==> config.mk <==
export PLATFORM = sky130hd
export DESIGN_NAME = imem_fetch_ctrl
export DESIGN_NICKNAME = d
export VERILOG_FILES = /design/src/rtl/imem_fetch_ctrl.sv
export SDC_FILE = /design/constraint.sdc
export NUM_CORES = 1
export LEC_CHECK = 0
export CORE_ASPECT_RATIO = 1.1
export CORE_UTILIZATION = 38
export CTS_BUF_LIST = sky130_fd_sc_hd__clkbuf_8
export DETAILED_ROUTE_END_ITERATION = 10
export GPL_TIMING_DRIVEN = 0
export PLACE_DENSITY_LB_ADDON = 0.2
export SETUP_SLACK_MARGIN = 0.15
export SLEW_MARGIN = 5
export SYNTH_ARGS = -nofsm -noshare
export SYNTH_HDL_FRONTEND = slang
export SYNTH_SLANG_ARGS = --single-unit
==> constraint.sdc <==
create_clock -name clk -period 1.6 [get_ports clk]
set_clock_uncertainty 0.2 [all_clocks]
set_input_delay 0.48 -clock clk [delete_from_list [all_inputs] [get_ports clk]]
set_output_delay 0.48 -clock clk [all_outputs]
set_load 0.01 [all_outputs]
==> src/rtl/imem_fetch_ctrl.sv <==
// Fetch sequencer: owns the PC, buffers one fetched word for decode, and applies redirect/halt.
// Define FETCH_RAS_EN to build the return-address stack for call/return.
module imem_fetch_ctrl #(
   parameter int unsigned          ADDR_W    = 5,
   parameter int unsigned          INST_W    = 16,
   parameter logic [ADDR_W-1:0]    RESET_PC  = '0,
   parameter int unsigned          RAS_DEPTH = 4,
   parameter logic [INST_W-1:0]    HALT_WORD = 16'hFFFF
) (
   input  logic              clk,
   input  logic              rst,
   input  logic              start,
   output logic [ADDR_W-1:0] imem_adr,
   output logic              imem_en,
   input  logic [INST_W-1:0] imem_data,
   output logic [INST_W-1:0] inst_o,
   output logic [ADDR_W-1:0] inst_pc,
   output logic              inst_valid,
   input  logic              inst_ready,
   input  logic              redir_valid,
   input  logic              call_valid,
   input  logic              ret_valid,
   input  logic [ADDR_W-1:0] redir_target,
   output logic              halted,
   output logic              ras_err
);

   typedef enum logic [1:0] {S_IDLE, S_FETCH, S_HALT} state_t;

   state_t              state_q, state_d;
   logic [ADDR_W-1:0]   pc_q, pc_d;
   logic [INST_W-1:0]   inst_q, inst_d;
   logic [ADDR_W-1:0]   inst_pc_q, inst_pc_d;
   logic                valid_q, valid_d;

`ifdef FETCH_RAS_EN
   localparam int unsigned SP_W  = $clog2(RAS_DEPTH + 1);
   localparam int unsigned IDX_W = (RAS_DEPTH > 1) ? $clog2(RAS_DEPTH) : 1;
   localparam logic [SP_W-1:0] SP_FULL = SP_W'(RAS_DEPTH);

   logic [ADDR_W-1:0]   ras_q [RAS_DEPTH];
   logic [SP_W-1:0]     sp_q, sp_d;
   logic                err_q, err_d;
   logic                push_en;
   logic [IDX_W-1:0]    push_idx, pop_idx;
   logic [ADDR_W-1:0]   ret_addr;

   assign push_idx = IDX_W'(sp_q);
   assign pop_idx  = IDX_W'(sp_q - SP_W'(1));
   assign ret_addr = inst_pc_q + ADDR_W'(1);
`else
   logic                unused_ret;
   logic [31:0]         unused_depth;

   assign unused_ret   = ret_valid;
   assign unused_depth = RAS_DEPTH;
`endif

   // State register and datapath registers
   always_ff @(posedge clk) begin
      if (rst) begin
         state_q   <= S_IDLE;
         pc_q      <= RESET_PC;
         inst_q    <= '0;
         inst_pc_q <= '0;
         valid_q   <= 1'b0;
`ifdef FETCH_RAS_EN
         sp_q      <= '0;
         err_q     <= 1'b0;
`endif
      end else begin
         state_q   <= state_d;
         pc_q      <= pc_d;
         inst_q    <= inst_d;
         inst_pc_q <= inst_pc_d;
         valid_q   <= valid_d;
`ifdef FETCH_RAS_EN
         sp_q      <= sp_d;
         err_q     <= err_d;
`endif
      end
   end

`ifdef FETCH_RAS_EN
   // Entries above the stack pointer are never read, so storage needs no reset.
   always_ff @(posedge clk) begin
      if (push_en) begin
         ras_q[push_idx] <= ret_addr;
      end
   end
`endif

   // Next-state: halt on an accepted HALT_WORD outranks every redirect
   always_comb begin
      state_d   = state_q;
      pc_d      = pc_q;
      inst_d    = inst_q;
      inst_pc_d = inst_pc_q;
      valid_d   = valid_q;
`ifdef FETCH_RAS_EN
      sp_d      = sp_q;
      err_d     = err_q;
      push_en   = 1'b0;
`endif
      case (state_q)
         S_IDLE: begin
            if (start) begin
               state_d = S_FETCH;
            end
         end
         S_FETCH: begin
            if (valid_q && inst_ready && (inst_q == HALT_WORD)) begin
               state_d = S_HALT;
               valid_d = 1'b0;
            end
`ifdef FETCH_RAS_EN
            else if (ret_valid) begin
               valid_d = 1'b0;
               if (sp_q == '0) begin
                  pc_d  = RESET_PC;
                  err_d = 1'b1;
               end else begin
                  pc_d = ras_q[pop_idx];
                  sp_d = sp_q - SP_W'(1);
               end
            end
            else if (call_valid) begin
               valid_d = 1'b0;
               pc_d    = redir_target;
               if (sp_q == SP_FULL) begin
                  err_d = 1'b1;
               end else begin
                  push_en = 1'b1;
                  sp_d    = sp_q + SP_W'(1);
               end
            end
`else
            else if (call_valid) begin
               valid_d = 1'b0;
               pc_d    = redir_target;
            end
`endif
            else if (redir_valid) begin
               valid_d = 1'b0;
               pc_d    = redir_target;
            end
            else if (!valid_q || inst_ready) begin
               inst_d    = imem_data;
               inst_pc_d = pc_q;
               valid_d   = 1'b1;
               pc_d      = pc_q + ADDR_W'(1);
            end
         end
         default: begin
         end
      endcase
   end

   // Outputs
   always_comb begin
      imem_en    = (state_q == S_FETCH);
      halted     = (state_q == S_HALT);
      imem_adr   = pc_q;
      inst_o     = inst_q;
      inst_pc    = inst_pc_q;
      inst_valid = valid_q;
`ifdef FETCH_RAS_EN
      ras_err    = err_q;
`else
      ras_err    = 1'b0;
`endif
   end

endmodule

==> impl_metrics.yaml <==
critical_path:
  endpoint_kind: "register"
  rrSetupSlack_ps: -160
  reg2reg_depth: 7
  critPathMaxFanout: 5
  crit_type: "register to register"
  start_kind: "register"
  r2r_start: "inst_o[12]"
  worstPathArrival_ps: 1730
  r2r_end: "inst_pc[4]"
  critPathRequiredTime_ps: 1570
synth:
  synth_common_cells: "dfxtp_1 (29), nor2_1 (29), mux2i_1 (22)"
  syn-num-nets: 163
  synthArstFlopShare_pct: 0
  post_synth.cell_area_avg_um2: 9.38
  synthTopCellsByArea: "dfxtp_1 (46%), mux2i_1 (18%), nor2_1 (8.7%), buf_6 (3.6%), a21oi_1 (2.8%)"
  ys_seq_area_share_pct: 46.2
  synth_area_um2: 1260
  yosys_warnings: 0
  netlist.area_leader.share_pct: 46.2
  synth_edf_count: 0
  yosysTopAreaCell: "dfxtp_1"
  synthCells: 134
  ys_seq_elements: 29
  ys_types: 30
  synth_ff_type: "dfxtp_1"
routing:
  wire_per_inst_um: 15.9
  wirelength_um: 4070
  drtIter0Drc: 65
  viasPerCell: 5.12
  firstDrtPassIters: 7
  ant_nets: 0
  detailroute.via_count: 1315
  drc: 9
sta:
  fin_crit_sh_pct: 110
  hold_ws_ps: 295
  rsz0062_at_grt: "true"
  hold_viol: 0
  finalMaxSlewViolations: 0
  setup_viol: 31
  fmax_mhz: 569
  worst_slack_ps: -159
  timing.setup.tns_ps: -2920
  period_minus_slack_ps: 1760
pwr:
  fin_total_pwr_mw: 1.67
  ir_drop_mv: 0.530
  p_per_area_nw_per_um2: 732
  p_leak_nw: 0.975
grt:
  grt_antenna_before_repair: 0
  overflow: 0
  use_met2_pct: 43.6
  grt_pass1_wl_um: 6320
  grt_pass1_vias: 1364
  grt.met1_usage_pct: 23.4
  grt_busiest_layer: "met2"
  grt_start_max_net_pins: 11
  gr-usage-all-layers_pct: 23.7
  grt_util_met3_pct: 7.71
final_layout:
  nNetsFinal: 252
  drive_gt1_share_pct: 52.0
  antenna_cells: 0
  area_growth_syn_to_layout_pct: 82.1
  final_area_um2: 2290
floorplanning:
  boundaryPins: 58
  initial_utilization_pct: 40.6
  die-area_um2: 3540
  die_h_um: 62.3
  rows: 21
  fp.dieW_um: 56.8
  coreArea_um2: 3100
clocking:
  htree_num_levels: 2
  path_clk_slew_ps: 60
  root_buffer: "clkbuf_8"
  cts_tree: "built"
  cts_buffers: 5
  cts_hold_buf: 0
  clk_path_buf_depth: 2
  clock_latency_ps: 290
  cts_sinks: 29
flow_run:
  max_cap_viol_count: 0
status:
  status: "finished with violations"
  violations: "DRC, setup timing"
placed_design:
  place_congestion: 0.770
  dp_hpwl_um: 2480
  dpl-instance-area_um2: 1870
  portBuffers: 55
worst_hold_path:
  hp-class: "register to register"
  hold_path_depth: 2
  hold_start: "inst_pc[3]"
  hold_path_end: "inst_pc[3]"
-- worst max-delay path by stage --
| stage | start | endpoint | slack (ps) | cells after the start |
|---|---|---|---|---|
| after floorplan | redir_valid | imem_adr[0] | -100 | 7 |
| after global placement | redir_valid | imem_adr[0] | -700 | 8 |
| after detailed placement | redir_valid | inst_o[4] | -740 | 7 |
| after CTS | state_q[1] | inst_pc[2] | -110 | 7 |
| after global routing | inst_o[13] | inst_pc[4] | -250 | 7 |
| final | inst_o[12] | inst_pc[4] | -160 | 7 |
-- layout make-up --
cell class                      count  area (µm²)
Buffer                              8        73.8
Clock buffer                        6        82.6
Clock inverter                      1        3.75
Fill cell                         233         811
Inverter                            1        6.26
Multi-Input combinational cell     96         692
Sequential cell                    29         628
Tap cell                           34        42.5
Timing Repair Buffer               82         761
-- what timing repair did --
item	in CTS	in global routing
setup endpoints to repair	58	52
gates resized for setup	181	27
pin swaps	12	7
setup buffers	20	6
gates cloned	1	0
-- registers in the layout (all words and copies together), names as in the netlist --
register,count
inst_valid,1
state_q,2
inst_o,16
imem_adr,5
inst_pc,5
-- placed cells by master (no fill, tap or decap), drive strengths merged --
cell type and n:
nand3 4, nor3b 1, o21ai 2, buf 64
a211oi 2, or2 1, and2 1, mux2i 22
o31ai 1, or3 1, conb 1, clkbuf 9
and3b 1, clkdlybuf4s50 23, ha 1, nor3 3
nand4 4, a21o 1, and2b 1, nor2b 1
o32ai 2, nand2 4, inv 2, nand2b 3
a21oi 9, nor2 30, dfxtp 29
-- layer usage --
| layer | share of wire (%) | vias to the layer above |
|---|---|---|
| met2 | 55 | 45 |
| li1 | - | 640 |
| met4 | 2.6 | 0 |
| met5 | 0 | - |
| met1 | 37 | 618 |
| met3 | 5.8 | 12 |
-- metrics by stage --
step,utilization [%],setup WS [ps],instances
3_5_place_dp,60.3,-744,223
5_1_grt,73.8,-253,257
2_1_floorplan,-,-102,134
4_1_cts,68.9,-108,251
3_3_place_gp,60.3,-700,223
6_report,73.8,-159,257
-- cell families (layout without fill, tap and decap cells) --
logic type               count (synthesis)  after routing  share of synthesized area [%]
other                                    1              1                          0.298
adder cells (fa/ha/maj)                  1              1                          0.995
AND/OR/NAND/NOR                         55             55                           20.6
flip-flops                              29             29                           46.2
multiplexers                            22             22                           17.5
buffers and inverters                    9             98                           5.37
AO/OA/AOI/OAI                           17             17                           9.05
-- where the power goes --
part	internal (mW)	switching (mW)	total, mW
clock network	0.334	0.259	0.592
registers	0.748	0.0199	0.767
logic	0.186	0.129	0.315
-- worst max-delay path, stage by stage (launching register included) --
cell and delay (ps):
dfxtp_2 350, nand4_1 180, nor3_4 300, a21oi_4 120, buf_6 140, buf_16 130
mux2i_1 140, nor2_1 70
No activity file was read; power rests on OpenSTA's default activity.
